--- src/rtl/lsu_sram_master_if.sv ---
// LSU request / SRAM controller bundle for lsu_sram_master.
// master is the bridge view, slave is the CPU + controller view.
interface lsu_sram_master_if;
   logic [31:0] i_lsu_addr;
   logic [31:0] i_lsu_wdata;
   logic [1:0]  i_lsu_size;
   logic        i_lsu_unsigned;
   logic        i_lsu_wren;
   logic        i_lsu_rden;
   logic [31:0] o_lsu_rdata;
   logic        o_lsu_stall;
   logic        o_lsu_done;
   logic        o_misaligned;
   logic        o_timeout;
   logic [17:0] o_sram_addr;
   logic [31:0] o_sram_wdata;
   logic [3:0]  o_sram_bmask;
   logic        o_sram_wren;
   logic        o_sram_rden;
   logic [31:0] i_sram_rdata;
   logic        i_sram_ack;

   modport master (
      input  i_lsu_addr,
      input  i_lsu_wdata,
      input  i_lsu_size,
      input  i_lsu_unsigned,
      input  i_lsu_wren,
      input  i_lsu_rden,
      output o_lsu_rdata,
      output o_lsu_stall,
      output o_lsu_done,
      output o_misaligned,
      output o_timeout,
      output o_sram_addr,
      output o_sram_wdata,
      output o_sram_bmask,
      output o_sram_wren,
      output o_sram_rden,
      input  i_sram_rdata,
      input  i_sram_ack
   );

   modport slave (
      output i_lsu_addr,
      output i_lsu_wdata,
      output i_lsu_size,
      output i_lsu_unsigned,
      output i_lsu_wren,
      output i_lsu_rden,
      input  o_lsu_rdata,
      input  o_lsu_stall,
      input  o_lsu_done,
      input  o_misaligned,
      input  o_timeout,
      input  o_sram_addr,
      input  o_sram_wdata,
      input  o_sram_bmask,
      input  o_sram_wren,
      input  o_sram_rden,
      output i_sram_rdata,
      output i_sram_ack
   );
endinterface

--- src/rtl/lsu_sram_master.sv ---
// LSU to SRAM-controller bridge: lane masking, load extension,
// misalignment detection and ack timeout.
module lsu_sram_master #(
   parameter int unsigned TIMEOUT_CYCLES = 15
) (
   input  logic i_clk,
   input  logic i_reset,
   lsu_sram_master_if.master bus
);

   typedef enum logic [1:0] {
      IDLE,
      REQ,
      WAIT,
      DONE
   } state_t;

   localparam logic [7:0] TLAST = 8'(TIMEOUT_CYCLES - 1);

   state_t      state;
   logic [7:0]  tcnt;
   logic [1:0]  r_off;
   logic [1:0]  r_size;
   logic        r_uns;
   logic        r_wr;

   logic        req_valid;
   logic [1:0]  a;
   logic        aligned;
   logic [3:0]  mask;
   logic [31:0] wlane;
   logic [31:0] shifted;
   logic [31:0] ext;
   logic        unused_addr;

   assign req_valid = bus.i_lsu_wren ^ bus.i_lsu_rden;
   assign a = bus.i_lsu_addr[1:0];
   assign unused_addr = ^bus.i_lsu_addr[31:19];

   always_comb begin
      aligned = 1'b0;
      mask    = 4'b0000;
      wlane   = bus.i_lsu_wdata;
      unique case (bus.i_lsu_size)
         2'b00: begin
            aligned = 1'b1;
            mask    = 4'b0001 << a;
            wlane   = {4{bus.i_lsu_wdata[7:0]}};
         end
         2'b01: begin
            aligned = ~a[0];
            mask    = a[1] ? 4'b1100 : 4'b0011;
            wlane   = {2{bus.i_lsu_wdata[15:0]}};
         end
         2'b10: begin
            aligned = (a == 2'b00);
            mask    = 4'b1111;
         end
         default: begin
            aligned = 1'b0;
         end
      endcase
   end

   // Lane extraction works straight off the ack cycle's read data.
   assign shifted = bus.i_sram_rdata >> {r_off, 3'b000};

   always_comb begin
      ext = shifted;
      unique case (r_size)
         2'b00:   ext = {{24{~r_uns & shifted[7]}}, shifted[7:0]};
         2'b01:   ext = {{16{~r_uns & shifted[15]}}, shifted[15:0]};
         default: ext = shifted;
      endcase
   end

   assign bus.o_lsu_stall = (state == IDLE && req_valid && aligned)
                          || state == REQ
                          || state == WAIT;

   always_ff @(posedge i_clk) begin
      if (!i_reset) begin
         state            <= IDLE;
         tcnt             <= '0;
         r_off            <= '0;
         r_size           <= '0;
         r_uns            <= 1'b0;
         r_wr             <= 1'b0;
         bus.o_lsu_rdata  <= '0;
         bus.o_lsu_done   <= 1'b0;
         bus.o_misaligned <= 1'b0;
         bus.o_timeout    <= 1'b0;
         bus.o_sram_addr  <= '0;
         bus.o_sram_wdata <= '0;
         bus.o_sram_bmask <= '0;
         bus.o_sram_wren  <= 1'b0;
         bus.o_sram_rden  <= 1'b0;
      end else begin
         bus.o_sram_wren <= 1'b0;
         bus.o_sram_rden <= 1'b0;
         bus.o_lsu_done  <= 1'b0;
         unique case (state)
            IDLE: begin
               if (req_valid) begin
                  if (aligned) begin
                     bus.o_sram_addr  <= {bus.i_lsu_addr[18:2], 1'b0};
                     bus.o_sram_bmask <= mask;
                     bus.o_sram_wdata <= wlane;
                     bus.o_sram_wren  <= bus.i_lsu_wren;
                     bus.o_sram_rden  <= bus.i_lsu_rden;
                     r_off            <= a;
                     r_size           <= bus.i_lsu_size;
                     r_uns            <= bus.i_lsu_unsigned;
                     r_wr             <= bus.i_lsu_wren;
                     state            <= REQ;
                  end else begin
                     bus.o_lsu_done   <= 1'b1;
                     bus.o_misaligned <= 1'b1;
                     bus.o_lsu_rdata  <= '0;
                     state            <= DONE;
                  end
               end
            end
            REQ: begin
               tcnt  <= '0;
               state <= WAIT;
            end
            WAIT: begin
               if (bus.i_sram_ack) begin
                  bus.o_lsu_rdata <= r_wr ? 32'h0 : ext;
                  bus.o_lsu_done  <= 1'b1;
                  state           <= DONE;
               end else if (tcnt == TLAST) begin
                  bus.o_timeout   <= 1'b1;
                  bus.o_lsu_rdata <= '0;
                  bus.o_lsu_done  <= 1'b1;
                  state           <= DONE;
               end else begin
                  tcnt <= tcnt + 8'd1;
               end
            end
            DONE: begin
               bus.o_misaligned <= 1'b0;
               bus.o_timeout    <= 1'b0;
               bus.o_lsu_rdata  <= '0;
               state            <= IDLE;
            end
            default: state <= IDLE;
         endcase
      end
   end

endmodule

--- src/flat_wrapper.sv ---
// flat-port wrapper written by rule: the top's interface ports become plain ports
module lsu_sram_master_flat 
#(
   parameter int unsigned TIMEOUT_CYCLES = 15
)
  (i_clk, i_reset, bus_i_lsu_addr, bus_i_lsu_wdata, bus_i_lsu_size, bus_i_lsu_unsigned, bus_i_lsu_wren, bus_i_lsu_rden, bus_o_lsu_rdata, bus_o_lsu_stall, bus_o_lsu_done, bus_o_misaligned, bus_o_timeout, bus_o_sram_addr, bus_o_sram_wdata, bus_o_sram_bmask, bus_o_sram_wren, bus_o_sram_rden, bus_i_sram_rdata, bus_i_sram_ack);
  lsu_sram_master_if bus_i ();
  input  logic i_clk;
  input  logic i_reset;
  input wire logic [$bits(bus_i.i_lsu_addr)-1:0] bus_i_lsu_addr;
  input wire logic [$bits(bus_i.i_lsu_wdata)-1:0] bus_i_lsu_wdata;
  input wire logic [$bits(bus_i.i_lsu_size)-1:0] bus_i_lsu_size;
  input wire logic [$bits(bus_i.i_lsu_unsigned)-1:0] bus_i_lsu_unsigned;
  input wire logic [$bits(bus_i.i_lsu_wren)-1:0] bus_i_lsu_wren;
  input wire logic [$bits(bus_i.i_lsu_rden)-1:0] bus_i_lsu_rden;
  output wire logic [$bits(bus_i.o_lsu_rdata)-1:0] bus_o_lsu_rdata;
  output wire logic [$bits(bus_i.o_lsu_stall)-1:0] bus_o_lsu_stall;
  output wire logic [$bits(bus_i.o_lsu_done)-1:0] bus_o_lsu_done;
  output wire logic [$bits(bus_i.o_misaligned)-1:0] bus_o_misaligned;
  output wire logic [$bits(bus_i.o_timeout)-1:0] bus_o_timeout;
  output wire logic [$bits(bus_i.o_sram_addr)-1:0] bus_o_sram_addr;
  output wire logic [$bits(bus_i.o_sram_wdata)-1:0] bus_o_sram_wdata;
  output wire logic [$bits(bus_i.o_sram_bmask)-1:0] bus_o_sram_bmask;
  output wire logic [$bits(bus_i.o_sram_wren)-1:0] bus_o_sram_wren;
  output wire logic [$bits(bus_i.o_sram_rden)-1:0] bus_o_sram_rden;
  input wire logic [$bits(bus_i.i_sram_rdata)-1:0] bus_i_sram_rdata;
  input wire logic [$bits(bus_i.i_sram_ack)-1:0] bus_i_sram_ack;
  assign bus_i.i_lsu_addr = bus_i_lsu_addr;
  assign bus_i.i_lsu_wdata = bus_i_lsu_wdata;
  assign bus_i.i_lsu_size = bus_i_lsu_size;
  assign bus_i.i_lsu_unsigned = bus_i_lsu_unsigned;
  assign bus_i.i_lsu_wren = bus_i_lsu_wren;
  assign bus_i.i_lsu_rden = bus_i_lsu_rden;
  assign bus_o_lsu_rdata = bus_i.o_lsu_rdata;
  assign bus_o_lsu_stall = bus_i.o_lsu_stall;
  assign bus_o_lsu_done = bus_i.o_lsu_done;
  assign bus_o_misaligned = bus_i.o_misaligned;
  assign bus_o_timeout = bus_i.o_timeout;
  assign bus_o_sram_addr = bus_i.o_sram_addr;
  assign bus_o_sram_wdata = bus_i.o_sram_wdata;
  assign bus_o_sram_bmask = bus_i.o_sram_bmask;
  assign bus_o_sram_wren = bus_i.o_sram_wren;
  assign bus_o_sram_rden = bus_i.o_sram_rden;
  assign bus_i.i_sram_rdata = bus_i_sram_rdata;
  assign bus_i.i_sram_ack = bus_i_sram_ack;
  lsu_sram_master #(.TIMEOUT_CYCLES(TIMEOUT_CYCLES)) u_core (.i_clk(i_clk), .i_reset(i_reset), .bus(bus_i));
endmodule
--- config.mk ---
export PLATFORM = sky130hd
export DESIGN_NAME = lsu_sram_master_flat
export DESIGN_NICKNAME = d
export VERILOG_FILES = /design/src/rtl/lsu_sram_master_if.sv /design/src/rtl/lsu_sram_master.sv /design/src/flat_wrapper.sv
export SDC_FILE = /design/constraint.sdc
export NUM_CORES = 1
export LEC_CHECK = 0
export BUFFER_PORTS_ARGS = -buffer_cell sky130_fd_sc_hd__buf_2
export CORE_MARGIN = 4
export CORE_UTILIZATION = 35
export DETAILED_ROUTE_END_ITERATION = 6
export SKIP_CTS_REPAIR_TIMING = 1
export SYNTH_ARGS = -nofsm -noshare
export SYNTH_HDL_FRONTEND = slang
export SYNTH_SLANG_ARGS = --single-unit
--- constraint.sdc ---
create_clock -name i_clk -period 4.8 [get_ports i_clk]
set_input_delay 0.96 -clock i_clk [delete_from_list [all_inputs] [get_ports i_clk]]
set_output_delay 0.96 -clock i_clk [all_outputs]
set_load 0.01 [all_outputs]
==> summary.md, run 1 <==
| Metric | Value |
|---|---|
| Run status | `finished clean` |
| Placed insts | `~790` |
| Fin cells | `~810` |
| Hold Path Class | `reg -> reg` |
| Routability cong. | `between 0.8 and 0.9` |
| Final Hold Fails | `0` |
| R2R depth | `4` |
| Worst setup path start | `bus_i_lsu_size[1]` |
| MaxCap Viol Count | `0` |
| Hold depth | `1` |
| Starting Density | `between 30% and 40%` |
| Tightest Pin Transition | `between 1 and 1.5 ns` |
| Mapped cell area | `between 4000 and 5000 um^2` |
| Leak Pwr | `between 2 and 3 nW` |
| Port bufs | `181` |
| Post-Synthesis Cells | `approximately 470` |
| Area contributors post-synth | `dfxtp_1 (44%), mux2i_1 (8.6%), a22o_1 (7.9%), o2bb2ai_1 (6.2%), a32o_1 (3.1%)` |
| EDFF count, synth | `0` |
| Cell mode on critical path | `buf_2` |
| Min cycle time layout | `~3.2 ns` |
| Synthesis Warnings | `0` |
| Buffer and inverter count on the worst path | `2` |
| Synth area leader | `dfxtp_1` |
| Initial antenna violation count | `1` |
| CP Max Fanout | `31` |
| Slew Viols, Final | `0` |
| Drt pass-1 iters | `4` |
| Post-Route WL | `between 10,000 and 15,000 um` |
| Slowest cell on crit path | `buf_2` |
| Post-DRT Antenna Nets | `0` |
| Setup_tns | `0 ns` |
| Crit path required time | `~3.8 ns` |
| Final period util | `67.3%` |
| Reg area | `approximately 2100 um^2` |
| Clock transition at the registers of the reported paths | `0.07 ns` |
| Vias per cell | `between 5 and 6` |
| CTS Sinks | `between 100 and 150` |
| Skew final | `0.00995 ns` |
| Mux contribution to synthesized area | `9.78%` |
| Total GRT Usage | `about 17%` |
| R2r setup slk | `2.27 ns` |
| Relative slew margins | `23.2%` |
| Top delay family on crit path | `buffers and inverters` |
| Setup violators final | `0` |
| Inserted Clock Buffers | `9` |
| Maximum clock frequency | `between 300 and 400 MHz` |
| Wire per inst | `between 15 and 20 um` |
| Worst VDD drop | `about 160 uV` |
| Fin nets | `about 740` |
| Synth Area in XOR/XNOR | `less than 1%` |
| Largest family of logic cells by synthesized area | `compound AO/OA/AOI/OAI gates` |
| Ports | `about 200` |
| Area growth from synthesis to layout | `26.3%` |
| Synth top area share | `between 40 and 50%` |
| RSZ-0062 raised after global routing | `false` |
| First-pass GRT wire length | `22,200 um` |
| CP startpoint kind | `input pin` |
| Multi-input logic area | `around 2400 um^2` |
| CP peak stage delay | `roughly 0.5 ns` |
| TritonCTS clock tree | `done` |
| Async S/R FF share, synth | `0%` |
| DRC | `0` |
| Gr ovfl total | `0` |
| Most used flip-flop cell after synthesis | `dfxtp_1` |
| CTS max path bufs | `2` |
| Largest net degree at the start of global routing | `60` |
| WS Path Type | `in -> out` |
| R2r startpoint | `u_core.r_off[1]` |
| Root Buffer | `clkbuf_16` |
| Fraction of the mapped netlist area in adder cells | `around 1.8%` |
| Share of cells above drive strength 1 | `34.1%` |
| Vias in the first global route | `~4,400` |
| CP endpoint kind | `output port` |
| Width of the die | `approximately 120 um` |
| Pwr dens | `405 nW/um^2` |
| Syn nets | `580` |
| Synth Area per Inst | `about 10 um^2` |
| Sequential-to-total area share from yosys stat | `about 44%` |
| CTS HTree Levels | `3` |
| Critical path arrival | `between 2 and 2.5 ns` |
| Fillers | `approximately 1,300` |
| Die footprint | `~16,000 um^2` |
| Antenna cell count | `0` |
| Die span in y | `between 100 and 150 um` |
| Number of library cell types mapped by synthesis | `between 50 and 60` |
| Final HPWL DP | `approximately 10000 um` |
| Via count | `between 4,000 and 5,000` |
| CORE AREA | `around 13,000 um^2` |
| # rows | `between 40 and 50` |
| Min-Delay Startpoint | `u_core.bus.o_sram_wdata[13]` |
| Cell Chain, Critical Path | `buf_2 -> a21oi_2 -> o211ai_1 -> nand2_1 -> buf_2` |
| Post-Synth Simple-Gate Area | `10.5%` |
| Starting DRC count in detailed routing | `approximately 170` |
| Synth Area in Compound Gates | `between 20% and 30%` |
| Critical Path Stages | `5` |
| Clock Latency Late Sink | `approximately 0.35 ns` |
| Yosys reg bits | `about 110` |
[area by class of cell]
| type | count | area share (%) |
|---|---|---|
| clock buffers | 10 | 3.80 |
| clock inverters | 6 | 0.851 |
| inverters | 10 | 0.623 |
| multi-input cells | 315 | 40.5 |
| flip-flops and latches | 106 | 35.2 |
| well taps | 176 | 3.65 |
| repair buffers | 184 | 15.4 |
[cell usage in the layout, fill, tap and decap left out, drive strengths merged, types with 2 or more instances in the layout]
cell and instances:
buf 184, dfxtp 106, a22o 43, mux2i 41
o2bb2ai 34, o21ai 21, nand2 20, nor2 18
nand3 15, a32o 15, a21oi 15, inv 11
nor2b 10, clkbuf 10, a211oi 8, a21o 8
a211o 7, ha 7, o31ai 6, clkinv 5
or4 4, nand2b 4, and2 4, or3 3
mux2 3, xor2 2, o211ai 2, and2b 2
and3 2, o21bai 2, a311oi 2, or2 2
[report_power, final]
part           switching [mW]  internal, mW
Combinational           0.410         0.278
Clock                   0.346         0.359
Sequential             0.0727         0.976
[state kept, by name, summed over array words and instances (netlist names), 2 cells and up]
signal                   flops
u_core.r_size                2
u_core.state                 2
u_core.bus.o_sram_bmask      4
u_core.tcnt                  8
u_core.r_off                 2
u_core.bus.o_sram_wdata     32
u_core.bus.o_lsu_rdata      32
u_core.bus.o_sram_addr      17
[metrics by stage]
step	cell area (um^2)	total power [mW]	utilization (%)	setup WS (ns)	hold slack (ns)
2_1_floorplan	4770	1.52	-	2.29	0.448
3_3_place_gp	5750	1.74	43.2	1.47	0.440
3_5_place_dp	5750	1.76	43.2	1.42	0.442
4_1_cts	6030	2.47	45.3	1.55	0.466
5_1_grt	6030	2.59	45.3	1.43	0.476
6_report	6030	2.44	45.3	1.57	0.463
[final timing paths]
check                                endpoint
hold reg to reg   u_core.bus.o_sram_wdata[13]
setup / recovery              bus_o_lsu_stall
hold / removal    u_core.bus.o_sram_wdata[13]
setup reg to reg   u_core.bus.o_lsu_rdata[12]
[per-layer routing]
layer,up-vias,track usage (%),part of all wire [%]
met5,-,0,0.096
met4,2,6.38,1.8
met3,18,5.49,8.2
met2,172,26.9,45
met1,2070,22.3,45
li1,2092,-,-
[cell usage after synthesis (3+ instances only)]
| cell | n |
|---|---|
| and2_1 | 4 |
| buf_4 | 3 |
| buf_2 | 23 |
| mux2i_1 | 41 |
| ha_1 | 7 |
| a21o_1 | 8 |
| a211o_1 | 7 |
| a21oi_1 | 14 |
| or4_1 | 4 |
| nand3_1 | 15 |
| or3_1 | 3 |
| nand2_1 | 20 |
| nor2_1 | 18 |
| nand2b_1 | 4 |
| mux2_2 | 3 |
| a32o_1 | 15 |
| dfxtp_1 | 106 |
| clkbuf_1 | 8 |
| inv_1 | 9 |
| nor2b_1 | 10 |
| a22o_1 | 43 |
| o2bb2ai_1 | 34 |
| a211oi_1 | 8 |
| o21ai_0 | 20 |
| o31ai_1 | 6 |
[cells by family (layout without fill, tap and decap cells)]
group | Yosys count | in the layout
buf+inv | 48 | 210
xor+xnor | 3 | 3
simple gates | 91 | 91
flops | 106 | 106
fa+ha+maj | 7 | 7
compound gates | 168 | 168
mux | 45 | 45
other cells | 1 | 1
Power figures use the tool's default switching activity.
==> run 2, diff against run 1 <==
==> constraint.sdc (replaced) <==
create_clock -name i_clk -period 2.6 [get_ports i_clk]
set_input_delay 0.52 -clock i_clk [delete_from_list [all_inputs] [get_ports i_clk]]
set_output_delay 0.52 -clock i_clk [all_outputs]
set_load 0.01 [all_outputs]
==> summary.md, run 2 (synthesized netlist as in run 1, its figures left out) <==
| Metric | Value |
|---|---|
| Root Buffer | `clkbuf_16` |
| Worst VDD drop | `293 uV (+81%)` |
| Setup_tns | `0 ns (unchanged)` |
| Final HPWL DP | `10,200 um (+3.7%)` |
| Clock transition at the registers of the reported paths | `0.08 ns (about the same)` |
| CP Max Fanout | `5 (-84%)` |
| Slew Viols, Final | `0 (unchanged)` |
| Regs by FF count | `u_core.bus.o_lsu_rdata: 32 flops, u_core.bus.o_sram_wdata: 32 flops, u_core.bus.o_sram_addr: 17 flops` |
| Fillers | `1,324 (+3.4%)` |
| RSZ-0062 raised after global routing | `false` |
| Relative slew margins | `55.4% (+32 points)` |
| Total power | `4.53 mW (+85%)` |
| Tightest Pin Transition | `0.670 ns (-0.482 ns)` |
| Skew final | `0.00817 ns (-0.00177 ns)` |
| Gr ovfl total | `0 (unchanged)` |
| Worst slack, placed | `0.395 ns (-1.03 ns)` |
| Fin cells | `816 (+1.1%)` |
| Placed insts | `800 (+1.1%)` |
| CP startpoint kind | `flop` |
| Area after DPL | `5840 um^2 (+1.6%)` |
| Post-DRT Antenna Nets | `0 (unchanged)` |
| Final worst slack | `0.520 ns (-1.05 ns)` |
| Area growth from synthesis to layout | `28.2%` |
| Critical path arrival | `1.56 ns (-0.71 ns)` |
| # rows | `42 (unchanged)` |
| Leading cell types in the layout, fill and taps excluded | `buf_2 (181), dfxtp_1 (106), a22o_1 (43)` |
| Vias in the first global route | `4,371 (+0.41%)` |
| Crit path required time | `2.08 ns (-1.76 ns)` |
| Port bufs | `181 (unchanged)` |
| Fin nets | `746 (+1.2%)` |
| Most common cell after layout, fill and taps aside | `buf_2` |
| Share of cells above drive strength 1 | `35.2% (+1.1 points)` |
| CP endpoint kind | `output port` |
| TritonCTS clock tree | `done` |
| Die footprint | `15,600 um^2 (unchanged)` |
| CTS HTree Levels | `3 (unchanged)` |
| Width of the die | `125 um (unchanged)` |
| Drt pass-1 iters | `5 (+1)` |
| Largest net degree at the start of global routing | `46 (-23%)` |
| Starting DRC count in detailed routing | `205 (+24%)` |
| CTS Sinks | `106 (unchanged)` |
| DRC | `0 (unchanged)` |
| Inserted Clock Buffers | `9 (unchanged)` |
| MaxCap Viol Count | `0 (unchanged)` |
| Core Util, Final | `46.0% (+0.69 points)` |
| Ports | `196 (unchanged)` |
| Pwr dens | `740 nW/um^2 (+83%)` |
| First-pass GRT wire length | `22,500 um (+1.2%)` |
| Final Cell Area | `6120 um^2 (+1.5%)` |
| Leak Pwr | `2.74 nW (+1.6%)` |
| Die span in y | `125 um (unchanged)` |
| Via count | `4,385 (+0.71%)` |
| Hold Path Class | `in -> reg` |
| Final Hold Fails | `0 (unchanged)` |
| Initial antenna violation count | `2 (+1)` |
| R2r setup slk | `0.54 ns (-1.73 ns)` |
| Post-Route WL | `13,900 um (+2.5%)` |
| Worst hold-check slack | `0.379 ns (-0.0845 ns)` |
| Maximum clock frequency | `481 MHz` |
| CORE AREA | `13,300 um^2 (unchanged)` |
| Clock Latency Late Sink | `0.34 ns (about the same)` |
| Reg area | `2120 um^2 (unchanged)` |
| Run status | `finished clean` |
| Starting Density | `35.9% (unchanged)` |
| Total GRT Usage | `17.4% (+0.16 points)` |
| Wire per inst | `17.0 um (+1.4%)` |
| CTS max path bufs | `2 (unchanged)` |
| Routability cong. | `0.831 (-3.1%)` |
| WS Path Type | `reg -> out` |
| Vias per cell | `5.37 (-0.40%)` |
| Multi-input logic area | `2440 um^2 (unchanged)` |
| Min cycle time layout | `2.08 ns` |
| Final period util | `around four fifths` |
| Setup violators final | `0 (unchanged)` |
| Antenna cell count | `0 (unchanged)` |
==> run 2: cell types whose count changed in the layout (fill, tap and decap cells not counted), sizes merged <==
cell,before,now
clkinvlp,0,3
buf,184,193
clkinv,5,3
clkbuf,10,9
==> run 2: final timing paths <==
check	start	endpoint	depth (start not counted)
worst max-delay path	u_core.state[0]	bus_o_lsu_stall	5
worst min-delay path	bus_i_lsu_addr[13]	u_core.bus.o_sram_addr[12]	2
worst max register to register	u_core.state[0]	u_core.tcnt[7]	6
worst min register to register	u_core.bus.o_lsu_rdata[12]	u_core.bus.o_lsu_rdata[12]	1
==> run 2: layout make-up <==
cell class / count / share of cell area [%]
Tap cell: 176 / 3.60
Sequential cell: 106 / 34.7
Inverter: 10 / 0.613
Multi-Input combinational cell: 315 / 39.9
Clock buffer: 9 / 3.68
Clock inverter: 7 / 0.879
Timing Repair Buffer: 193 / 16.7
==> run 2: critical path, cell delays in order (launching register included) <==
cell and delay, ns:
dfxtp_1 0.39, inv_1 0.10, ha_1 0.26, o211ai_1 0.22, nand2_1 0.10, buf_2 0.16
==> run 2: report_power, final <==
| part | leakage [nW] | switching [mW] | internal (mW) |
|---|---|---|---|
| Clock | 0.128 | 0.627 | 0.655 |
| Sequential | 0.860 | 0.121 | 1.80 |
| Combinational | 1.75 | 0.780 | 0.540 |
| Total | 2.74 | 1.53 | 3.00 |
==> run 2: routing by layer <==
layer / routed length, um / up-vias / share of wire [%] / track usage [%]
met5: 27 / - / 0.19 / 0
met2: 6330 / 180 / 46 / 27.8
li1: - / 2118 / - / -
met1: 6180 / 2070 / 45 / 22.1
met3: 1240 / 13 / 8.9 / 6.00
met4: 110 / 4 / 0.79 / 5.48
==> run 3, diff against run 2 <==
--- a/config.mk
+++ b/config.mk
@@ -5,6 +5,7 @@
 export SDC_FILE = /design/constraint.sdc
 export NUM_CORES = 1
 export LEC_CHECK = 0
+export ABC_AREA = 1
 export BUFFER_PORTS_ARGS = -buffer_cell sky130_fd_sc_hd__buf_2
 export CORE_MARGIN = 4
 export CORE_UTILIZATION = 35
==> constraint.sdc (replaced) <==
create_clock -name i_clk -period 1.9 [get_ports i_clk]
set_input_delay 0.38 -clock i_clk [delete_from_list [all_inputs] [get_ports i_clk]]
set_output_delay 0.38 -clock i_clk [all_outputs]
set_load 0.01 [all_outputs]
==> summary.md, run 3 <==
| Metric | Value |
|---|---|
| Most common cell after layout, fill and taps aside | `nand2_1` |
| DRC | `0 (unchanged)` |
| Min cycle time layout | `roughly 1.8 ns` |
| First-pass GRT wire length | `25,500 um (+13%)` |
| Synth Area per Inst | `6.95 um^2 (-32%)` |
| Syn nets | `846 (+46%)` |
| Final worst slack | `0.133 ns (-0.387 ns)` |
| Slew Viols, Final | `0 (unchanged)` |
| Skew final | `0.00618 ns (-0.00199 ns)` |
| Vias per cell | `4.94 (-8.0%)` |
| Critical path arrival | `1.39 ns (-0.17 ns)` |
| Hold Path Class | `in -> reg` |
| Drt pass-1 iters | `4 (-1)` |
| Starting Density | `36.3% (+0.36 points)` |
| Vias in the first global route | `4,959 (+13%)` |
| Final HPWL DP | `11,400 um (+12%)` |
| Yosys reg bits | `106 (unchanged)` |
| Inserted Clock Buffers | `9 (unchanged)` |
| WS Path Type | `reg -> out` |
| Total GRT Usage | `19.0% (+1.6 points)` |
| CTS max path bufs | `2 (unchanged)` |
| CP startpoint kind | `flop` |
| Number of library cell types mapped by synthesis | `36 (-33%)` |
| Clock Latency Late Sink | `0.35 ns (about the same)` |
| Synthesis Warnings | `0 (unchanged)` |
| CTS Sinks | `106 (unchanged)` |
| Most used flip-flop cell after synthesis | `dfxtp_1` |
| Async S/R FF share, synth | `0% (unchanged)` |
| Area growth from synthesis to layout | `27.6%` |
| Worst VDD drop | `794 uV (+170%)` |
| Worst hold-check slack | `0.206 ns (-0.173 ns)` |
| Routability cong. | `0.825 (-0.79%)` |
| Final Hold Fails | `0 (unchanged)` |
| Pwr dens | `1020 nW/um^2 (+38%)` |
| Largest net degree at the start of global routing | `62 (+35%)` |
| Synth cell count leaders | `nand2_1 (212), nand3_1 (131), dfxtp_1 (106), a21oi_1 (77), o21ai_0 (38)` |
| Fin nets | `1,010 (+35%)` |
| Final Cell Area | `6520 um^2 (+6.6%)` |
| Share of cells above drive strength 1 | `26.8% (-8.4 points)` |
| CORE AREA | `14,100 um^2 (+6.0%)` |
| Crit path required time | `1.52 ns (-0.56 ns)` |
| Mapped cell area | `5110 um^2 (+7.1%)` |
| Total power | `6.68 mW (+48%)` |
| Synth area leader | `dfxtp_1` |
| Area after DPL | `6210 um^2 (+6.4%)` |
| TritonCTS clock tree | `done` |
| # rows | `43 (+2.4%)` |
| Root Buffer | `clkbuf_16` |
| Sequential-to-total area share from yosys stat | `41.5% (-2.9 points)` |
| Die footprint | `16,600 um^2 (+6.6%)` |
| R2r setup slk | `0.21 ns (-0.33 ns)` |
| Clock transition at the registers of the reported paths | `0.08 ns (about the same)` |
| Gr ovfl total | `0 (unchanged)` |
| RSZ-0062 raised after global routing | `false` |
| Final period util | `between 90% and 100%` |
| Worst slack, placed | `0.159 ns (-0.236 ns)` |
| EDFF count, synth | `0 (unchanged)` |
| Run status | `finished clean` |
| Post-Route WL | `15,700 um (+13%)` |
| CP Max Fanout | `5 (unchanged)` |
| Post-Synthesis Cells | `735 (+57%)` |
| MaxCap Viol Count | `0 (unchanged)` |
| CTS HTree Levels | `3 (unchanged)` |
| Width of the die | `129 um (+3.3%)` |
| CP endpoint kind | `output port` |
| Post-DRT Antenna Nets | `0 (unchanged)` |
| Port bufs | `181 (unchanged)` |
| Maximum clock frequency | `between 500 and 600 MHz` |
| Leading cell types in the layout, fill and taps excluded | `nand2_1 (212), buf_2 (181), nand3_1 (131)` |
| Fillers | `1,546 (+17%)` |
| Regs by FF count | `u_core.bus.o_lsu_rdata: 32 flops, u_core.bus.o_sram_wdata: 32 flops, u_core.bus.o_sram_addr: 17 flops` |
| Via count | `5,358 (+22%)` |
| Count leader, synth | `nand2_1` |
| Setup violators final | `0 (unchanged)` |
| Antenna cell count | `0 (unchanged)` |
| Leak Pwr | `3.17 nW (+16%)` |
| Wire per inst | `14.5 um (-15%)` |
| Area contributors post-synth | `dfxtp_1 (42%), nand2_1 (16%), nand3_1 (13%), a21oi_1 (7.5%), o21ai_0 (3.7%)` |
| Synth top area share | `41.5% (-2.9 points)` |
| Die span in y | `129 um (+3.3%)` |
| Starting DRC count in detailed routing | `346 (+69%)` |
| Initial antenna violation count | `1 (-1)` |
| Ports | `196 (unchanged)` |
run 3: cell count changes after synthesis, sizes merged, moves of 8 or more:
| cell | change |
|---|---|
| clkbuf | +14 |
| a21oi | +62 |
| nand3 | +120 |
| nor2 | +21 |
| a211oi | -8 |
| o21ai | +23 |
| o2bb2ai | -34 |
| a32o | -15 |
| a22o | -43 |
| inv | +20 |
| mux2i | -40 |
| nor2b | -10 |
| nand2 | +195 |
| a21o | -8 |
run 3: area by class of cell:
class	count	area, um^2	area share, %
Tap cell	180	225	3.45
Sequential cell	106	2120	32.5
Clock buffer	9	225	3.45
Inverter	30	113	1.73
Multi-Input combinational cell	546	2620	40.1
Timing Repair Buffer	206	1160	17.7
Clock inverter	7	63.8	0.978
run 3: logic make-up after synthesis:
group                      after synthesis  synth area share (%)
and+or+nand+nor                        397                  34.0
buffers and inverters                   83                  7.71
xor gates and xnor gates                 2                 0.343
muxes                                    1                 0.196
other                                    1                0.0734
DFF                                    106                  41.5
adders and majority gates                7                  1.71
AOI/OAI and AO/OA                      138                  14.4
run 3: path summary, 6_finish.rpt:
| check | startpoint | cells after the start | endpoint |
|---|---|---|---|
| setup reg to reg | u_core.tcnt[0] | 9 | u_core.bus.o_lsu_rdata[4] |
| hold / removal | bus_i_lsu_addr[6] | 3 | u_core.bus.o_sram_addr[5] |
| setup / recovery | u_core.state[0] | 5 | bus_o_lsu_stall |
| hold reg to reg | u_core.bus.o_misaligned | 2 | u_core.bus.o_misaligned |
run 3: per-layer routing:
metal	track usage, %	up-vias	share of wire, %
met3	6.56	15	10
met5	0	-	0.083
met2	28.9	183	43
met4	5.37	2	1.3
met1	25.6	2386	45
li1	-	2772	-
run 3: worst max-delay path, stage by stage (launching register included):
cell and delay (ns):
dfxtp_1 0.38, inv_2 0.09, ha_4 0.18, nand3_2 0.13, nand3_1 0.10, buf_2 0.15
run 3: metrics by stage:
stage	instances	utilization, %	setup TNS (ns)
3_3_place_gp	1068	44.1	0
4_1_cts	1084	46.1	-0.0247
5_1_grt	1084	46.3	0
6_report	1084	46.3	0
3_5_place_dp	1068	44.1	0
2_1_floorplan	735	-	0
run 3: power breakdown:
part	leakage, nW	internal [mW]	switching [mW]
sequential	0.859	2.43	0.116
clock	0.139	0.914	0.929
combinational	2.17	0.838	1.46
total	3.17	4.18	2.50
